[src/rtl/fetch_unit.sv]
// Instruction fetch stage: issues one memory request at a time, holds the
// returned word until the decoder takes it, and redirects on branch.
module fetch_unit #(
  parameter logic [15:0] RESET_PC = 16'h0000
) (
  input  logic        I_clk,
  input  logic        I_reset,
  input  logic        I_enable,
  input  logic        I_branch,
  input  logic [15:0] I_branch_target,
  input  logic        I_mem_ready,
  input  logic [15:0] I_mem_data,
  input  logic        I_ready,
  output logic        O_mem_req,
  output logic [15:0] O_mem_addr,
  output logic [15:0] O_instruction,
  output logic [15:0] O_pc,
  output logic        O_valid
);
  typedef enum logic [1:0] {IDLE, REQ, HOLD} state_t;

  state_t      state_q, state_d;
  logic [15:0] pc_q, pc_d;
  logic [15:0] addr_q, addr_d;
  logic [15:0] instr_q, instr_d;
  logic [15:0] ipc_q, ipc_d;
  logic        req_q, req_d;
  logic        valid_q, valid_d;

  always_comb begin
    state_d = state_q;
    pc_d    = pc_q;
    addr_d  = addr_q;
    instr_d = instr_q;
    ipc_d   = ipc_q;
    req_d   = req_q;
    valid_d = valid_q;
    // Branch wins over everything, including a word arriving this cycle.
    if (I_branch) begin
      pc_d    = I_branch_target;
      req_d   = 1'b0;
      valid_d = 1'b0;
      state_d = IDLE;
    end else begin
      case (state_q)
        IDLE: if (I_enable) begin
          state_d = REQ;
          req_d   = 1'b1;
          addr_d  = pc_q;
        end
        REQ: if (I_mem_ready) begin
          instr_d = I_mem_data;
          ipc_d   = pc_q;
          pc_d    = pc_q + 16'd2;
          valid_d = 1'b1;
          req_d   = 1'b0;
          state_d = HOLD;
        end
        HOLD: if (I_ready) begin
          valid_d = 1'b0;
          if (I_enable) begin
            state_d = REQ;
            req_d   = 1'b1;
            addr_d  = pc_q;
          end else begin
            state_d = IDLE;
          end
        end
        default: state_d = IDLE;
      endcase
    end
  end

  always_ff @(posedge I_clk or posedge I_reset) begin
    if (I_reset) begin
      state_q <= IDLE;
      pc_q    <= RESET_PC;
      addr_q  <= 16'h0000;
      instr_q <= 16'h0000;
      ipc_q   <= 16'h0000;
      req_q   <= 1'b0;
      valid_q <= 1'b0;
    end else begin
      state_q <= state_d;
      pc_q    <= pc_d;
      addr_q  <= addr_d;
      instr_q <= instr_d;
      ipc_q   <= ipc_d;
      req_q   <= req_d;
      valid_q <= valid_d;
    end
  end

  assign O_mem_req     = req_q;
  assign O_mem_addr    = addr_q;
  assign O_instruction = instr_q;
  assign O_pc          = ipc_q;
  assign O_valid       = valid_q;
endmodule

[config.mk]
export PLATFORM = sky130hd
export DESIGN_NAME = fetch_unit
export DESIGN_NICKNAME = d
export VERILOG_FILES = /design/src/rtl/fetch_unit.sv
export SDC_FILE = /design/constraint.sdc
export NUM_CORES = 1
export LEC_CHECK = 0
export CAP_MARGIN = 40
export CORE_MARGIN = 3
export CORE_UTILIZATION = 47
export DETAILED_ROUTE_END_ITERATION = 10
export PLACE_DENSITY = 0.82
export SLEW_MARGIN = 10
export SYNTH_ARGS = -nofsm -noshare
export SYNTH_HDL_FRONTEND = slang
export SYNTH_SLANG_ARGS = --single-unit
[constraint.sdc]
create_clock -name I_clk -period 3 [get_ports I_clk]
set_clock_uncertainty 0.1 [all_clocks]
set_input_delay 0.6 -clock I_clk [delete_from_list [all_inputs] [get_ports I_clk]]
set_output_delay 0.6 -clock I_clk [all_outputs]
set_load 0.05 [all_outputs]
## Yosys cells after proc, flatten, opt, wreduce, memory -nomap -nowiden

Cells that the tools add are included.

- Output and inout bits: 50
- Word-level logic and storage cells: 48
- Input bits: 38
- Register bits after elaboration: 68

- Reductions and logical operators: 12
- $add $sub $neg: 1
- Multiplexer cells: 21
- Eq/ne operators: 6
- Bitwise operators: 1

Operator list:

| kind | count |
|---|---|
| $mux W16 | 5 |
| $pmux W16 S2 | 1 |
| $add A16 B2 Y16 const B | 1 |
| $reduce_and A3 Y1 | 5 |
| $ne A3 B3 Y1 const B | 3 |
| $mux W1 | 8 |
| $mux W2 | 4 |
| $pmux W2 S3 | 1 |
| $reduce_bool A2 Y1 | 3 |
| $reduce_bool A4 Y1 | 1 |
| $pmux W1 S3 | 1 |
| $reduce_bool A3 Y1 | 1 |
| $eq A2 B1 Y1 const B | 1 |
| $eq A2 B2 Y1 const B | 1 |
| $logic_not A2 Y1 | 1 |
| $ne A2 B2 Y1 const B | 1 |
| $pmux W1 S2 | 1 |
| $reduce_and A2 Y1 | 1 |
| $not A1 Y1 | 1 |

## Logic depth before layout (Yosys ltp)

- Depth after elaboration: 4
- Gate-level depth with buffers: 8
- Mapped depth without buffers: 6

## Least setup slack after synthesis

Ideal clock, no wire load.

- Path type: register -> register
- From: register state_q[0]
- To: register addr_q[0], in the netlist O_mem_addr[0]
- Arrival: 1.826 ns
- Data required time: 2.775 ns
- Library setup time: 0.125 ns
- Clock period less this slack: 2.050 ns
- Cell stages (with the launch flop): 7
- Buffers on the path: 1
- Path slack: 0.950 ns
- Path through: dfrtp_1 > inv_1 > ha_1 > nor2_2 > a2111oi_4 > buf_6 > mux2_2

- Longest elaborated chain between the ends: 3
- Elaborated cells between the ends (all ways): 6
- Classes of those cells: 2 x eq/ne; 1 x mux; 3 x reduce/logical

Ends and longest elaborated chain:

| item | line | text |
|---|---|---|
| start: declaration | 22 | `state_t state_q, state_d;` |
| start signal: assignment | 84 | `state_q <= state_d;` |
| $eq A2 B2 Y1 / $logic_not A2 Y1 (equally long branches) | 45 | `case (state_q)` |
| $ne A2 B2 Y1 (no line) / $reduce_bool A2 Y1 (equally long branches) | n/a |  |
| $reduce_and A3 Y1 (no line) | n/a |  |
| end signal: assignment | 86 | `addr_q <= addr_d;` |
| end: declaration | 24 | `logic [15:0] addr_q, addr_d;` |

Several ways; a longest one is shown, not always the timed one.
A chain may end at the register's enable or synchronous reset.

## Final worst setup path

- From: register ipc_q[15], in the netlist O_pc[15]
- To: output port O_pc[15]

RTL lines:

| item | line | text |
|---|---|---|
| start: declaration | 26 | `logic [15:0] ipc_q, ipc_d;` |
| start signal: assignment | 88 | `ipc_q <= ipc_d;` |
| end: declaration | 17 | `output logic [15:0] O_pc,` |

No word-level cell between the ends.

==> impl_metrics.env <==
export IMPL_path_max_fanout=2
export IMPL_crit_chain="clkdlybuf4s50_1"
export IMPL_grt_usage=0.1753
export IMPL_placementRows=28
export IMPL_drc=0
export IMPL_insertion_delay_ns=0.33
export IMPL_synth_seq_cells=68
export IMPL_ctsHtreeMaxLevel=3
export IMPL_start_util=0.4929
export IMPL_min_period_ns=2.216
export IMPL_post_cts_setup_buffers=0
export IMPL_cts_tree="done"
export IMPL_finalCritPeriodShare=0.7388
export IMPL_powerDensity_mw_per_mm2=1008
export IMPL_report_final_slew_viol_count=0
export IMPL_synth_async_sr_flop_share=1.000
export IMPL_vias=2084
export IMPL_cts_hold_buf=0
export IMPL_crit_family="buffers and inverters"
export IMPL_rsz0062_at_grt="no"
export IMPL_grt_max_degree=38
export IMPL_cts_root_buffer="clkbuf_8"
export IMPL_setup_tns_ns=0
export IMPL_synth_edf_count=0
export IMPL_via_per_inst=5.133
export IMPL_synthCells=237
export IMPL_min_path_type="reg -> reg"
export IMPL_synth_top_area_frac=0.5729
export IMPL_post_route_util=0.6742
export IMPL_ys_seq_area_frac=0.5729
export IMPL_cts_path_max_buffers=2
export IMPL_leakage_nw=1.724
export IMPL_netlist_top_cells_area="dfrtp_1 57%, mux2_2 17%, nand2_1 3.0%, ha_1 2.9%, o21ai_0 2.9%"
export IMPL_yosysWarningCount=0
export IMPL_worst_pin_slew_ns=0.6076
export IMPL_cp_arrival_ns=1.52
export IMPL_final_nets=376
export IMPL_finalHoldViolCount=0
export IMPL_synthTopCellsByCount="68 x dfrtp_1, 45 x mux2_2, 24 x nand2_1"
export IMPL_pwr_share_seq=0.342
export IMPL_cts_buffers=9
export IMPL_first_iter_violations=92
export IMPL_fmax_ghz=0.4512
export IMPL_required_ns=2.30
export IMPL_slowest_stage="clkdlybuf4s50_1"
export IMPL_synthesis_nets=282
export IMPL_drive_gt1_frac=0.1994
export IMPL_globalplace_congestion=0.7620
export IMPL_cpPeakStageDelay_ns=0.82
export IMPL_ant_nets=0
export IMPL_antenna_found_initial=0
export IMPL_antenna_cells=0
export IMPL_portBuffers=87
export IMPL_ios=88
export IMPL_synth_top_cell_by_area="dfrtp_1"
export IMPL_start_kind="register"
export IMPL_wl_per_cell_um=15.11
export IMPL_grt_pass1_vias=2113
export IMPL_combinationalPowerShare=0.507
export IMPL_cts_resized=0
export IMPL_critPathKind="reg -> out"
export IMPL_first_pass_iters=4
export IMPL_coreArea_sq_mm=0.006026
export IMPL_cp_num_buf_inv=1
export IMPL_avgSynthCellArea_sq_um=12.53
export IMPL_syn2layout_area_growth_pct=36.77
export IMPL_relSlewSlack=0.5845
export IMPL_cp_end_kind="output pin"
export IMPL_fp_dieW_um=85.50
export IMPL_cap_violations=0
export IMPL_synth_most_common_cell="dfrtp_1"
export IMPL_die_h_um=85.50
export IMPL_peakVddDrop_v=0.0006775
export IMPL_grt_pass1_wl_mm=9.991
export IMPL_place_hpwl_mm=4.420
export IMPL_clock_power_share=0.151
export IMPL_clock_sinks=68
export IMPL_outcome="complete, no violations"
export IMPL_synthFlopType="dfrtp_1"
export IMPL_p_int_w=0.002305
export IMPL_finalSetupViolCount=0
export IMPL_p_sw_w=0.001789
export IMPL_path_clk_slew_ns=0.06
export IMPL_overflow=0
export IMPL_synth_area_sq_mm=0.002970
export IMPL_drt_wl_total_mm=6.135
export IMPL_die_area_sq_mm=0.007309
export IMPL_sw_frac_of_total=0.4370
export IMPL_ys_types=34
## registers in the layout, summed over array words and instances (netlist names)
register       count
pc_q              16
O_instruction     16
O_valid            1
O_mem_addr        16
O_pc              16
state_q            2
O_mem_req          1
## cell families after synthesis
group	Yosys count	share of synthesized area
flip-flops	68	0.5729
AND/OR/NAND/NOR	54	0.08425
multiplexers	47	0.1778
AO/OA/AOI/OAI	30	0.06698
buffers and inverters	19	0.03328
XOR/XNOR	12	0.03539
adder cells (fa/ha/maj)	7	0.02948
## final cells by class
cell class	count	area, sq um
Inverter	10	37.54
Fill cell	445	1963
Sequential cell	68	1702
Tap cell	75	93.84
Timing Repair Buffer	92	908.4
Multi-Input combinational cell	150	1170
Clock buffer	11	151.4
## power by group through the flow
stage	registers (W)	clock network [W]	logic, W
after floorplan	0.00241	0	0.000371
after global placement	0.00141	0	0.00207
after detailed placement	0.00142	0	0.00209
after CTS	0.00140	0.000638	0.00210
after global routing	0.00145	0.000681	0.00216
final	0.00140	0.000618	0.00208
## layout by cell type (no fill, tap or decap)
cell / instances
buf_4: 5
o21ai_0: 17
nor4_1: 4
nand3_1: 7
nand4_1: 3
inv_1: 9
a31oi_1: 1
a211o_1: 1
a311oi_1: 1
a21oi_1: 4
nor2_2: 1
nor2b_1: 1
or2_2: 1
a2bb2oi_1: 1
a211oi_1: 1
or2_1: 1
clkdlybuf4s50_1: 87
a2111oi_0: 1
ha_1: 7
a21o_1: 1
dfrtp_1: 68
clkbuf_8: 11
nor3_1: 4
a2111oi_4: 1
mux2_2: 45
xor2_1: 3
mux2i_1: 1
xnor2_1: 9
inv_2: 1
a311o_1: 1
nand3_2: 1
mux2_1: 1
nor2_1: 7
nand2_1: 24
## metrics by stage
| step | hold slack [ns] | cell area [sq um] | total power, W | worst slack (ns) | cells |
|---|---|---|---|---|---|
| after CTS | 0.3888 | 4063 | 0.004137 | 0.7632 | 406 |
| final | 0.3822 | 4063 | 0.004095 | 0.7837 | 406 |
| after detailed placement | 0.3751 | 3911 | 0.003512 | 0.4586 | 395 |
| after global routing | 0.4175 | 4063 | 0.004290 | 0.7306 | 406 |
| after global placement | 0.3671 | 3911 | 0.003471 | 0.5206 | 395 |
| after floorplan | 0.3935 | 2970 | 0.002778 | 0.5885 | 237 |
## metal layers
metal / GRT usage / part of all wire
met3: 0.04899 / 0.075
met2: 0.2726 / 0.46
met4: 0.05755 / 0.016
met5: 0 / 0
met1: 0.2389 / 0.45
## worst min-delay path: cells and delay by family, from the launching register on
kind / cells / cell delay (ns)
compound gates: 1 / 0.06
flops: 1 / 0.35
simple gates: 1 / 0.05
## final timing paths
path / from / endpoint / slack (ns) / cells after the start
setup / recovery: O_pc[15]$_DFFE_PP0P_ / O_pc[15] / 0.78 / 1
hold reg to reg: O_pc[9]$_DFFE_PP0P_ / O_pc[9]$_DFFE_PP0P_ / 0.38 / 2
setup reg to reg: state_q[1]$_DFFE_PP0P_ / pc_q[13]$_DFFE_PP0P_ / 0.86 / 6
hold / removal: O_pc[9]$_DFFE_PP0P_ / O_pc[9]$_DFFE_PP0P_ / 0.38 / 2
max in group asynchronous: I_reset / O_instruction[1]$_DFFE_PP0P_ / 1.44 / 3
min in group asynchronous: I_reset / O_instruction[8]$_DFFE_PP0P_ / 0.56 / 2
Note: power is estimated with default switching activity, not from simulation.
